<file path="config.mk">
export PLATFORM = sky130hd
export DESIGN_NAME = card_authorizer_flat
export DESIGN_NICKNAME = d
export VERILOG_FILES = /design/src/rtl/card_authorizer_if.sv /design/src/rtl/card_authorizer.sv /design/src/flat_wrapper.sv
export SDC_FILE = /design/constraint.sdc
export NUM_CORES = 1
export LEC_CHECK = 0
export ABC_AREA = 1
export CORE_ASPECT_RATIO = 1.1
export CORE_MARGIN = 3
export CORE_UTILIZATION = 25
export CTS_BUF_LIST = sky130_fd_sc_hd__clkbuf_4 sky130_fd_sc_hd__clkbuf_8 sky130_fd_sc_hd__clkbuf_16
export DETAILED_ROUTE_END_ITERATION = 8
export GPL_TIMING_DRIVEN = 0
export SETUP_SLACK_MARGIN = 0.5
export SLEW_MARGIN = 20
export SYNTH_ARGS = -nofsm -noshare
export SYNTH_HDL_FRONTEND = slang
export SYNTH_SLANG_ARGS = --single-unit
</file>
<file path="constraint.sdc">
create_clock -name CLK -period 6 [get_ports CLK]
set_clock_uncertainty 0.2 [all_clocks]
set_input_delay 1.8 -clock CLK [delete_from_list [all_inputs] [get_ports CLK]]
set_output_delay 1.8 -clock CLK [all_outputs]
set_load 0.005 [all_outputs]
</file>
<file path="src/rtl/card_authorizer_if.sv">
// rtl/card_authorizer_if.sv - card authorizer signal bundle
//
// Groups the card, cost, vend and top-up inputs and the authorization
// outputs of card_authorizer. The slave modport is the authorizer; the
// master modport is the card reader / vending controller side.
// Optional macro CARD_TXN_COUNT_EN adds TXN_COUNT and DECLINE_COUNT.
//
// Signals:
//   CARD_IN     card inserted (level)
//   CARD_ID     card identity, sampled on CARD_IN rising edge
//   COST        price request, 0 = none
//   VEND        dispensing, rising edge commits debit
//   TOPUP       one-cycle top-up pulse, TOPUP_AMT added to CARD_ID
//   VALID_TRAN  authorization granted
//   DECLINED    authorization refused
//   BUSY        authorizer not idle
//   BALANCE     balance of the latched card, 0 when idle
interface card_authorizer_if #(
  parameter int NUM_CARDS = 8
);
  localparam int IDW = $clog2(NUM_CARDS);

  logic           CARD_IN;
  logic [IDW-1:0] CARD_ID;
  logic [2:0]     COST;
  logic           VEND;
  logic           TOPUP;
  logic [7:0]     TOPUP_AMT;
  logic           VALID_TRAN;
  logic           DECLINED;
  logic           BUSY;
  logic [7:0]     BALANCE;

`ifdef CARD_TXN_COUNT_EN
  logic [7:0]     TXN_COUNT;
  logic [7:0]     DECLINE_COUNT;

  modport master (
    output CARD_IN, CARD_ID, COST, VEND, TOPUP, TOPUP_AMT,
    input  VALID_TRAN, DECLINED, BUSY, BALANCE, TXN_COUNT, DECLINE_COUNT
  );

  modport slave (
    input  CARD_IN, CARD_ID, COST, VEND, TOPUP, TOPUP_AMT,
    output VALID_TRAN, DECLINED, BUSY, BALANCE, TXN_COUNT, DECLINE_COUNT
  );
`else
  modport master (
    output CARD_IN, CARD_ID, COST, VEND, TOPUP, TOPUP_AMT,
    input  VALID_TRAN, DECLINED, BUSY, BALANCE
  );

  modport slave (
    input  CARD_IN, CARD_ID, COST, VEND, TOPUP, TOPUP_AMT,
    output VALID_TRAN, DECLINED, BUSY, BALANCE
  );
`endif
endinterface

</file>
<file path="src/rtl/card_authorizer.sv">
// rtl/card_authorizer.sv - per-card balance table answering vend cost requests
//
// Ports:
//   CLK      system clock, rising edge
//   RESET_N  asynchronous active-low reset
//   bus      card_authorizer_if slave modport (card, cost, vend, top-up in;
//            VALID_TRAN, DECLINED, BUSY, BALANCE out)
// Optional macro CARD_TXN_COUNT_EN adds committed-debit and decline counters.
//
// All outputs are registered from the next state, so they change on the
// same edge the FSM moves.
module card_authorizer #(
  parameter int         NUM_CARDS     = 8,
  parameter logic [7:0] INIT_BALANCE  = 8'd20,
  parameter int         AUTH_LATENCY  = 3,
  parameter int         GRANT_TIMEOUT = 12
) (
  input logic              CLK,
  input logic              RESET_N,
  card_authorizer_if.slave bus
);
  localparam int IDW   = $clog2(NUM_CARDS);
  localparam int NSLOT = 1 << IDW;
  localparam int TW    = $clog2(GRANT_TIMEOUT + 1);

  typedef enum logic [2:0] {IDLE, WAIT_COST, AUTH, GRANT, DENY, DONE} state_t;

  state_t         state, state_nxt;
  logic [7:0]     acct [NSLOT];
  logic [IDW-1:0] card_q, card_nxt;
  logic [2:0]     cost_q, cost_nxt;
  logic [2:0]     auth_cnt, auth_cnt_nxt;
  logic [TW-1:0]  grant_cnt, grant_cnt_nxt;
  logic           card_in_q, vend_q;
  logic           card_rise, vend_rise;
  logic           wr_en;
  logic [IDW-1:0] wr_idx;
  logic [7:0]     wr_val;
  logic [8:0]     topup_sum;
  logic [7:0]     cur_bal, bal_nxt;
  logic           valid_tran_q, declined_q, busy_q;
  logic [7:0]     balance_q;

  assign card_rise = bus.CARD_IN & ~card_in_q;
  assign vend_rise = bus.VEND & ~vend_q;
  assign topup_sum = {1'b0, acct[bus.CARD_ID]} + {1'b0, bus.TOPUP_AMT};
  // Slots beyond NUM_CARDS read as empty, so such cards are always declined.
  assign cur_bal   = (int'(card_q) < NUM_CARDS) ? acct[card_q] : 8'd0;

  always_ff @(posedge CLK or negedge RESET_N) begin
    if (!RESET_N) state <= IDLE;
    else          state <= state_nxt;
  end

  always_comb begin
    state_nxt     = state;
    card_nxt      = card_q;
    cost_nxt      = cost_q;
    auth_cnt_nxt  = auth_cnt;
    grant_cnt_nxt = grant_cnt;
    wr_en         = 1'b0;
    wr_idx        = bus.CARD_ID;
    wr_val        = topup_sum[8] ? 8'hFF : topup_sum[7:0];
    case (state)
      IDLE: begin
        // Card insertion beats a same-cycle top-up.
        if (card_rise) begin
          card_nxt  = bus.CARD_ID;
          state_nxt = WAIT_COST;
        end else if (bus.TOPUP && !bus.CARD_IN && (int'(bus.CARD_ID) < NUM_CARDS)) begin
          wr_en = 1'b1;
        end
      end
      WAIT_COST: begin
        if (!bus.CARD_IN) begin
          state_nxt = IDLE;
        end else if (bus.COST != 3'd0) begin
          cost_nxt     = bus.COST;
          auth_cnt_nxt = 3'd0;
          state_nxt    = AUTH;
        end
      end
      AUTH: begin
        if (!bus.CARD_IN) begin
          state_nxt = IDLE;
        end else if (auth_cnt == 3'(AUTH_LATENCY - 1)) begin
          if (cur_bal >= {5'd0, cost_q}) begin
            grant_cnt_nxt = '0;
            state_nxt     = GRANT;
          end else begin
            state_nxt = DENY;
          end
        end else begin
          auth_cnt_nxt = auth_cnt + 3'd1;
        end
      end
      GRANT: begin
        // A vend edge is checked before the timeout so the debit wins a tie.
        if (vend_rise) begin
          wr_en     = 1'b1;
          wr_idx    = card_q;
          wr_val    = cur_bal - {5'd0, cost_q};
          state_nxt = DONE;
        end else if (grant_cnt == TW'(GRANT_TIMEOUT - 1)) begin
          state_nxt = DONE;
        end else begin
          grant_cnt_nxt = grant_cnt + 1'b1;
        end
      end
      DENY: begin
        if (!bus.CARD_IN || bus.COST == 3'd0) state_nxt = DONE;
      end
      DONE: begin
        if (!bus.CARD_IN && bus.COST == 3'd0) state_nxt = IDLE;
      end
      default: state_nxt = IDLE;
    endcase

    // Balance as it will read after this edge, including a same-edge debit.
    if (int'(card_nxt) >= NUM_CARDS)            bal_nxt = 8'd0;
    else if (wr_en && wr_idx == card_nxt)       bal_nxt = wr_val;
    else                                        bal_nxt = acct[card_nxt];
  end

  always_ff @(posedge CLK or negedge RESET_N) begin
    if (!RESET_N) begin
      card_q       <= '0;
      cost_q       <= '0;
      auth_cnt     <= '0;
      grant_cnt    <= '0;
      card_in_q    <= 1'b0;
      vend_q       <= 1'b0;
      valid_tran_q <= 1'b0;
      declined_q   <= 1'b0;
      busy_q       <= 1'b0;
      balance_q    <= 8'd0;
      for (int i = 0; i < NSLOT; i++) acct[i] <= INIT_BALANCE;
    end else begin
      card_q       <= card_nxt;
      cost_q       <= cost_nxt;
      auth_cnt     <= auth_cnt_nxt;
      grant_cnt    <= grant_cnt_nxt;
      card_in_q    <= bus.CARD_IN;
      vend_q       <= bus.VEND;
      valid_tran_q <= (state_nxt == GRANT);
      declined_q   <= (state_nxt == DENY);
      busy_q       <= (state_nxt != IDLE);
      balance_q    <= (state_nxt == IDLE) ? 8'd0 : bal_nxt;
      if (wr_en) acct[wr_idx] <= wr_val;
    end
  end

  assign bus.VALID_TRAN = valid_tran_q;
  assign bus.DECLINED   = declined_q;
  assign bus.BUSY       = busy_q;
  assign bus.BALANCE    = balance_q;

`ifdef CARD_TXN_COUNT_EN
  logic [7:0] txn_count_q, decline_count_q;

  always_ff @(posedge CLK or negedge RESET_N) begin
    if (!RESET_N) begin
      txn_count_q     <= 8'd0;
      decline_count_q <= 8'd0;
    end else begin
      if (state == GRANT && vend_rise)    txn_count_q     <= txn_count_q + 8'd1;
      if (state == AUTH && state_nxt == DENY) decline_count_q <= decline_count_q + 8'd1;
    end
  end

  assign bus.TXN_COUNT     = txn_count_q;
  assign bus.DECLINE_COUNT = decline_count_q;
`endif
endmodule

</file>
<file path="src/flat_wrapper.sv">
// flat-port wrapper written by rule: the top's interface ports become plain ports
module card_authorizer_flat 
#(
  parameter int         NUM_CARDS     = 8,
  parameter logic [7:0] INIT_BALANCE  = 8'd20,
  parameter int         AUTH_LATENCY  = 3,
  parameter int         GRANT_TIMEOUT = 12
)
  (CLK, RESET_N, bus_CARD_IN, bus_CARD_ID, bus_COST, bus_VEND, bus_TOPUP, bus_TOPUP_AMT, bus_VALID_TRAN, bus_DECLINED, bus_BUSY, bus_BALANCE);
  card_authorizer_if #(.NUM_CARDS(NUM_CARDS)) bus_i ();
  input logic CLK;
  input logic RESET_N;
  input wire logic [$bits(bus_i.CARD_IN)-1:0] bus_CARD_IN;
  input wire logic [$bits(bus_i.CARD_ID)-1:0] bus_CARD_ID;
  input wire logic [$bits(bus_i.COST)-1:0] bus_COST;
  input wire logic [$bits(bus_i.VEND)-1:0] bus_VEND;
  input wire logic [$bits(bus_i.TOPUP)-1:0] bus_TOPUP;
  input wire logic [$bits(bus_i.TOPUP_AMT)-1:0] bus_TOPUP_AMT;
  output wire logic [$bits(bus_i.VALID_TRAN)-1:0] bus_VALID_TRAN;
  output wire logic [$bits(bus_i.DECLINED)-1:0] bus_DECLINED;
  output wire logic [$bits(bus_i.BUSY)-1:0] bus_BUSY;
  output wire logic [$bits(bus_i.BALANCE)-1:0] bus_BALANCE;
  assign bus_i.CARD_IN = bus_CARD_IN;
  assign bus_i.CARD_ID = bus_CARD_ID;
  assign bus_i.COST = bus_COST;
  assign bus_i.VEND = bus_VEND;
  assign bus_i.TOPUP = bus_TOPUP;
  assign bus_i.TOPUP_AMT = bus_TOPUP_AMT;
  assign bus_VALID_TRAN = bus_i.VALID_TRAN;
  assign bus_DECLINED = bus_i.DECLINED;
  assign bus_BUSY = bus_i.BUSY;
  assign bus_BALANCE = bus_i.BALANCE;
  card_authorizer #(.NUM_CARDS(NUM_CARDS), .INIT_BALANCE(INIT_BALANCE), .AUTH_LATENCY(AUTH_LATENCY), .GRANT_TIMEOUT(GRANT_TIMEOUT)) u_core (.CLK(CLK), .RESET_N(RESET_N), .bus(bus_i));
endmodule
</file>
Word level (Yosys, flattened, before mapping):

Index checks and enable logic that the tools add are counted.

* register bits after elaboration: 93
* bits in latches: 0
* bits in writable memories: 0
* memory bits (read-only): 0
* input bits: 19
* output and inout port bits: 11
* memories kept: 0

* add/sub/neg operators: 4
* multipliers: 0
* divide/modulo/power cells: 0
* order comparisons: 6
* equality and inequality tests: 18
* shift-type cells: 0
* mux-type cells: 47
* bitwise gates (word level): 8
* reduce and logical (&&, ||, !) cells: 16

Operators with widths (count)
* two-way mux 8 bit: 12
* binary-select mux 8 bit (select 3 bit): 3
* bitwise mux 64 bit: 1
* two-way mux 3 bit: 18
* demux 8 bit (select 3 bit): 1
* two-way mux 4 bit: 5
* one-hot mux 3 bit (6 select lines): 1
* greater-or-equal comparator 4 bit, second input constant: 4
* NOT 3 -> 4 bit: 4
* == test 3 x 2 -> 1 bit, second input constant: 4
* != test 2 bit, second input constant: 5
* adder 8 x 8 -> 9 bit: 1
* == test 3 bit, second input constant: 3
* zero test 3 bit: 3
* greater-or-equal comparator 8 x 3 -> 1 bit: 1
* one-hot mux 4 bit (2 select lines): 1
* subtractor 8 x 3 -> 8 bit: 1
* != test 2 x 1 -> 1 bit, second input constant: 3
* one-hot mux 3 bit (2 select lines): 1
* AND reduction 6 bit: 1
* nonzero test 3 bit: 2
* AND reduction 5 bit: 1
* adder 4 x 1 -> 4 bit, second input constant: 1
* == test 4 bit, second input constant: 1
* 13 further kinds: 21

Longest topological paths before layout:

Gate-level depths: netlist of run 1.

* depth after elaboration: 11
* depth in mapped cells: 22
* gate-level depth less buffers: 20

Worst setup path before layout of run 1:

OpenSTA, ideal clock, no wires.

* kind: input port to flip-flop
* start: input bus_CARD_ID[0]
* end: register u_core.balance_q[7], in the netlist u_core.bus.BALANCE[7]
* setup time: 0.130 ns
* arrival time: 4.417 ns
* data required time: 5.670 ns
* path slack: 1.253 ns
* cell stages on the path: 16
* cells stage by stage: clkbuf_1 > inv_1 > clkbuf_1 > clkbuf_1 > a21oi_1 > o21ai_0 > a31oi_1 > ha_1 > a21oi_1 > o21ai_0 > a21oi_1 > nand4_1 > nand2_1 > nand2_1 > nand2_1 > nor2_1

* cells in the longest elaborated chain, start to end: 10

Ends and longest elaborated chain
* from (decl): line flat_wrapper.sv:14 `input wire logic [$bits(bus_i.CARD_ID)-1:0] bus_CARD_ID;`
* NOT 3 -> 4 bit (not written as such): line card_authorizer.sv:46 `assign topup_sum = {1'b0, acct[bus.CARD_ID]} + {1'b0, bus.TOPUP_AMT};`
* binary-select mux 8 bit (select 3 bit): line card_authorizer.sv:46
* two-way mux 8 bit (not written as such) (2 in series): line card_authorizer.sv:46
* adder 8 x 8 -> 9 bit: line card_authorizer.sv:46
* two-way mux 8 bit: line card_authorizer.sv:63 `wr_val = topup_sum[8] ? 8'hFF : topup_sum[7:0];`
* two-way mux 8 bit: line card_authorizer.sv:99 `if (vend_rise) begin`
* two-way mux 8 bit: line card_authorizer.sv:64 `case (state)`
* two-way mux 8 bit (*): line card_authorizer.sv:121 `else if (wr_en && wr_idx == card_nxt) bal_nxt = wr_val;`
* two-way mux 8 bit (*): line card_authorizer.sv:148 `balance_q <= (state_nxt == IDLE) ? 8'd0 : bal_nxt;`
* to (signal assigned): line card_authorizer.sv:148
* to (decl): line card_authorizer.sv:42 `logic [7:0] balance_q;`

Every way passes the cells marked *; elsewhere a longest branch is shown, timed or not. The select of a mux whose other input is x is not followed.
A chain may end at the register's enable or synchronous reset.

Worst setup path after layout of run 1:

* start: input bus_CARD_ID[0]
* end: register u_core.balance_q[0], in the netlist u_core.bus.BALANCE[0]

The elaborated chain is that of the path after synthesis.

==> results.cfg, run 1 <==
[global_routing]
grt_max_degree = 49
antenna_found_initial = 0
grt_pass1_wl_mm = 32.6
grt_overflow = 0
track_usage_pct = 15.5
first_global_vias = 5730

[clock_network]
cts_buffer_depth = 2
cts_hold_buf = 0
htree_levels = 3
cts_root_buf = clkbuf_16
clock-sinks = 93
clk_pin_slew_worst_paths_ns = 0.07
cts_tree = built
insertion_delay_ns = 0.35
cts_made_buffers = 9

[routing]
vias_per_cell = 4.97
routed_wl_mm = 20.4
via_count = 6212
wl_per_cell_um = 16.3
drc = 0
first_pass_iters = 5
drt_iter0_markers = 703
ant_nets = 0

[timing]
worstMarginPinSlew_ns = 0.686
relSlewSlack_pct = 54.3
hold_ws_ns = 0.272
fmax_mhz = 194
fin_crit_ns = 5.15
slew_violations = 0
rsz0062_at_grt = no
setup-violations-final = 0
hold_violations = 0
period_share_pct = 85.8

[place]
port_buffers = 27
gp_congestion = 0.914
dpl.hpwl_mm = 15.3
dp_cells = 1231

[logic_synthesis]
yosysWarnings = 0
synth_cell_types = 44
netlist_area_um2 = 6290
syn_area_per_cell_um2 = 7.04
synth_nets = 928
syn_inst = 893
ys_ff_latch = 93
yosysSeqAreaShare_pct = 37.3

[run_status]
outcome = finished, final reports clean

[layout]
final_common_cell = nand2_1
final_cell_count_no_fill = 1250
drive_above_1_share_pct = 12.3
final_cell_mix = nand2_1, o21ai_0, inv_1, dfrtp_1, nand3_1
diodes = 0
area.growth.synth_to_final_pct = 16.5
nNetsFinal = 970

[power_and_ir_drop]
p_leak_nw = 3.40
p_per_area_nw_per_um2 = 530
ir_worst_vdd_mv = 0.145

[die]
die_y_um = 172
ios = 30
start_util_pct = 25.5
die_x_um = 157
row_count = 60
die_area_um2 = 27100
coreArea_um2 = 24600

[worst_setup_path]
end_kind = register
cp-start-kind = input port
cp_data_arrival_time_ns = 5.17
required_ns = 6.02
crit_type = in -> reg
critPathMaxFanout = 10

[flow_run]
drv_cap = 0

[min_path]
hold_path_class = reg -> reg
## power by group
part           switching [W]  internal [W]  total [W]
combinational        0.00140      0.000754    0.00216
clock               0.000247      0.000350   0.000597
sequential          0.000202      0.000925    0.00113
## cells in the mapped netlist (all sizes together)
cell / number / share of area, %
ha: 14 / 2.8
nor3: 6 / 0.84
buf: 27 / 3.2
a21o: 2 / 0.24
clkbuf: 14 / 0.84
a221oi: 4 / 0.56
o21a: 2 / 0.36
o22ai: 2 / 0.20
o21ai: 134 / 11
nand3: 69 / 5.6
nand2: 260 / 16
clkinv: 3 / 0.18
fa: 2 / 0.64
a22o: 1 / 0.14
a31oi: 10 / 0.99
a21oi: 44 / 3.5
a22oi: 1 / 0.12
o31ai: 3 / 0.36
mux2: 1 / 0.18
o2111ai: 1 / 0.14
nor3b: 1 / 0.12
xnor2: 3 / 0.42
xor2: 7 / 0.97
a211oi: 1 / 0.12
o211ai: 24 / 2.9
dfrtp: 77 / 31
dfstp: 16 / 6.7
or2: 1 / 0.10
inv: 93 / 5.6
nor2: 68 / 4.5
nand4: 2 / 0.20
## routing by layer
metal	track usage, %	wire [um]
met5	0	0
met4	3.74	320
met3	2.78	1490
met2	24.4	9180
met1	22.0	9400
## critical path, cell delays in order
cell and delay (ns):
clkbuf_1 0.35, inv_1 0.15, clkbuf_2 0.26, clkbuf_1 0.27, a21oi_1 0.17, o21ai_0 0.11, a31oi_1 0.27, ha_1 0.32
a21oi_1 0.20, o21ai_1 0.15, a21oi_2 0.28, buf_4 0.17, a22o_1 0.40, nand2_1 0.10, nand2_1 0.09, nor2_1 0.05
## kinds of logic (layout without fill, tap and decap cells)
| kind of cell | Yosys count | after routing | share of synthesized area [%] |
|---|---|---|---|
| fa+ha+maj | 16 | 16 | 3.42 |
| buf+inv | 137 | 184 | 9.81 |
| flops | 93 | 93 | 37.3 |
| xor+xnor | 10 | 10 | 1.39 |
| compound gates | 229 | 229 | 20.7 |
| simple gates | 407 | 407 | 27.2 |
| mux | 1 | 1 | 0.179 |
## layout make-up
| class | count | area (um2) |
|---|---|---|
| fill | 2663 | 17300 |
| multi-input combinational | 663 | 3340 |
| sequential | 93 | 2350 |
| tap | 310 | 388 |
| inverter | 96 | 365 |
| timing repair buffer | 31 | 322 |
| clock buffer | 13 | 262 |
| buffer | 41 | 256 |
| clock inverter | 3 | 46.3 |
## what timing repair did
| item | 4_1_cts | 5_1_grt |
|---|---|---|
| setup endpoints to repair | 23 | 56 |
| setup buffers | 0 | 3 |
| pin swaps | 0 | 2 |
| gates resized for setup | 2 | 11 |
## final timing paths
kind,endpoint,startpoint,slack (ns),depth (start not counted)
worst max-delay path,u_core.bus.BALANCE[0],bus_CARD_ID[0],0.85,16
worst min-delay path,u_core.acct[50],u_core.acct[50],0.27,2
worst max register to register,u_core.bus.BALANCE[4],u_core.card_q[0],2.06,19
worst min register to register,u_core.acct[50],u_core.acct[50],0.27,2
max in group asynchronous,u_core.acct[44],RESET_N,3.76,2
min in group asynchronous,u_core.bus.BALANCE[1],RESET_N,1.18,1
## sequential cells by signal, indices dropped and copies added (netlist names)
register,flops
u_core.acct,64
u_core.auth_cnt,3
u_core.bus.BALANCE,8
u_core.bus.BUSY,1
u_core.bus.DECLINED,1
u_core.bus.VALID_TRAN,1
u_core.card_in_q,1
u_core.card_q,3
u_core.cost_q,3
u_core.grant_cnt,4
u_core.state,3
u_core.vend_q,1
## metrics by stage
| step | util [%] | worst slack (ns) | instance area (um2) | TNS (ns) | total power, W |
|---|---|---|---|---|---|
| 3_3_place_gp | 28.2 | -0.683 | 6950 | -52.19 | 0.00321 |
| 4_1_cts | 29.6 | 0.473 | 7290 | 0 | 0.00387 |
| 5_1_grt | 29.8 | 0.563 | 7330 | 0 | 0.00423 |
| 2_1_floorplan | - | 1.25 | 6290 | 0 | 0.00258 |
| 3_5_place_dp | 28.3 | -0.0979 | 6980 | -0.234 | 0.00324 |
| 6_report | 29.8 | 0.850 | 7330 | 0 | 0.00388 |
Note: power is estimated with default switching activity, not from simulation.
==> inputs of run 2 (changes only) <==
- CTS_CLUSTER_DIAMETER: default -> 120
- CTS_CLUSTER_SIZE: default -> 16
==> results of run 2 <==
Final layout, timing and power as in run 1 (identical DEF).
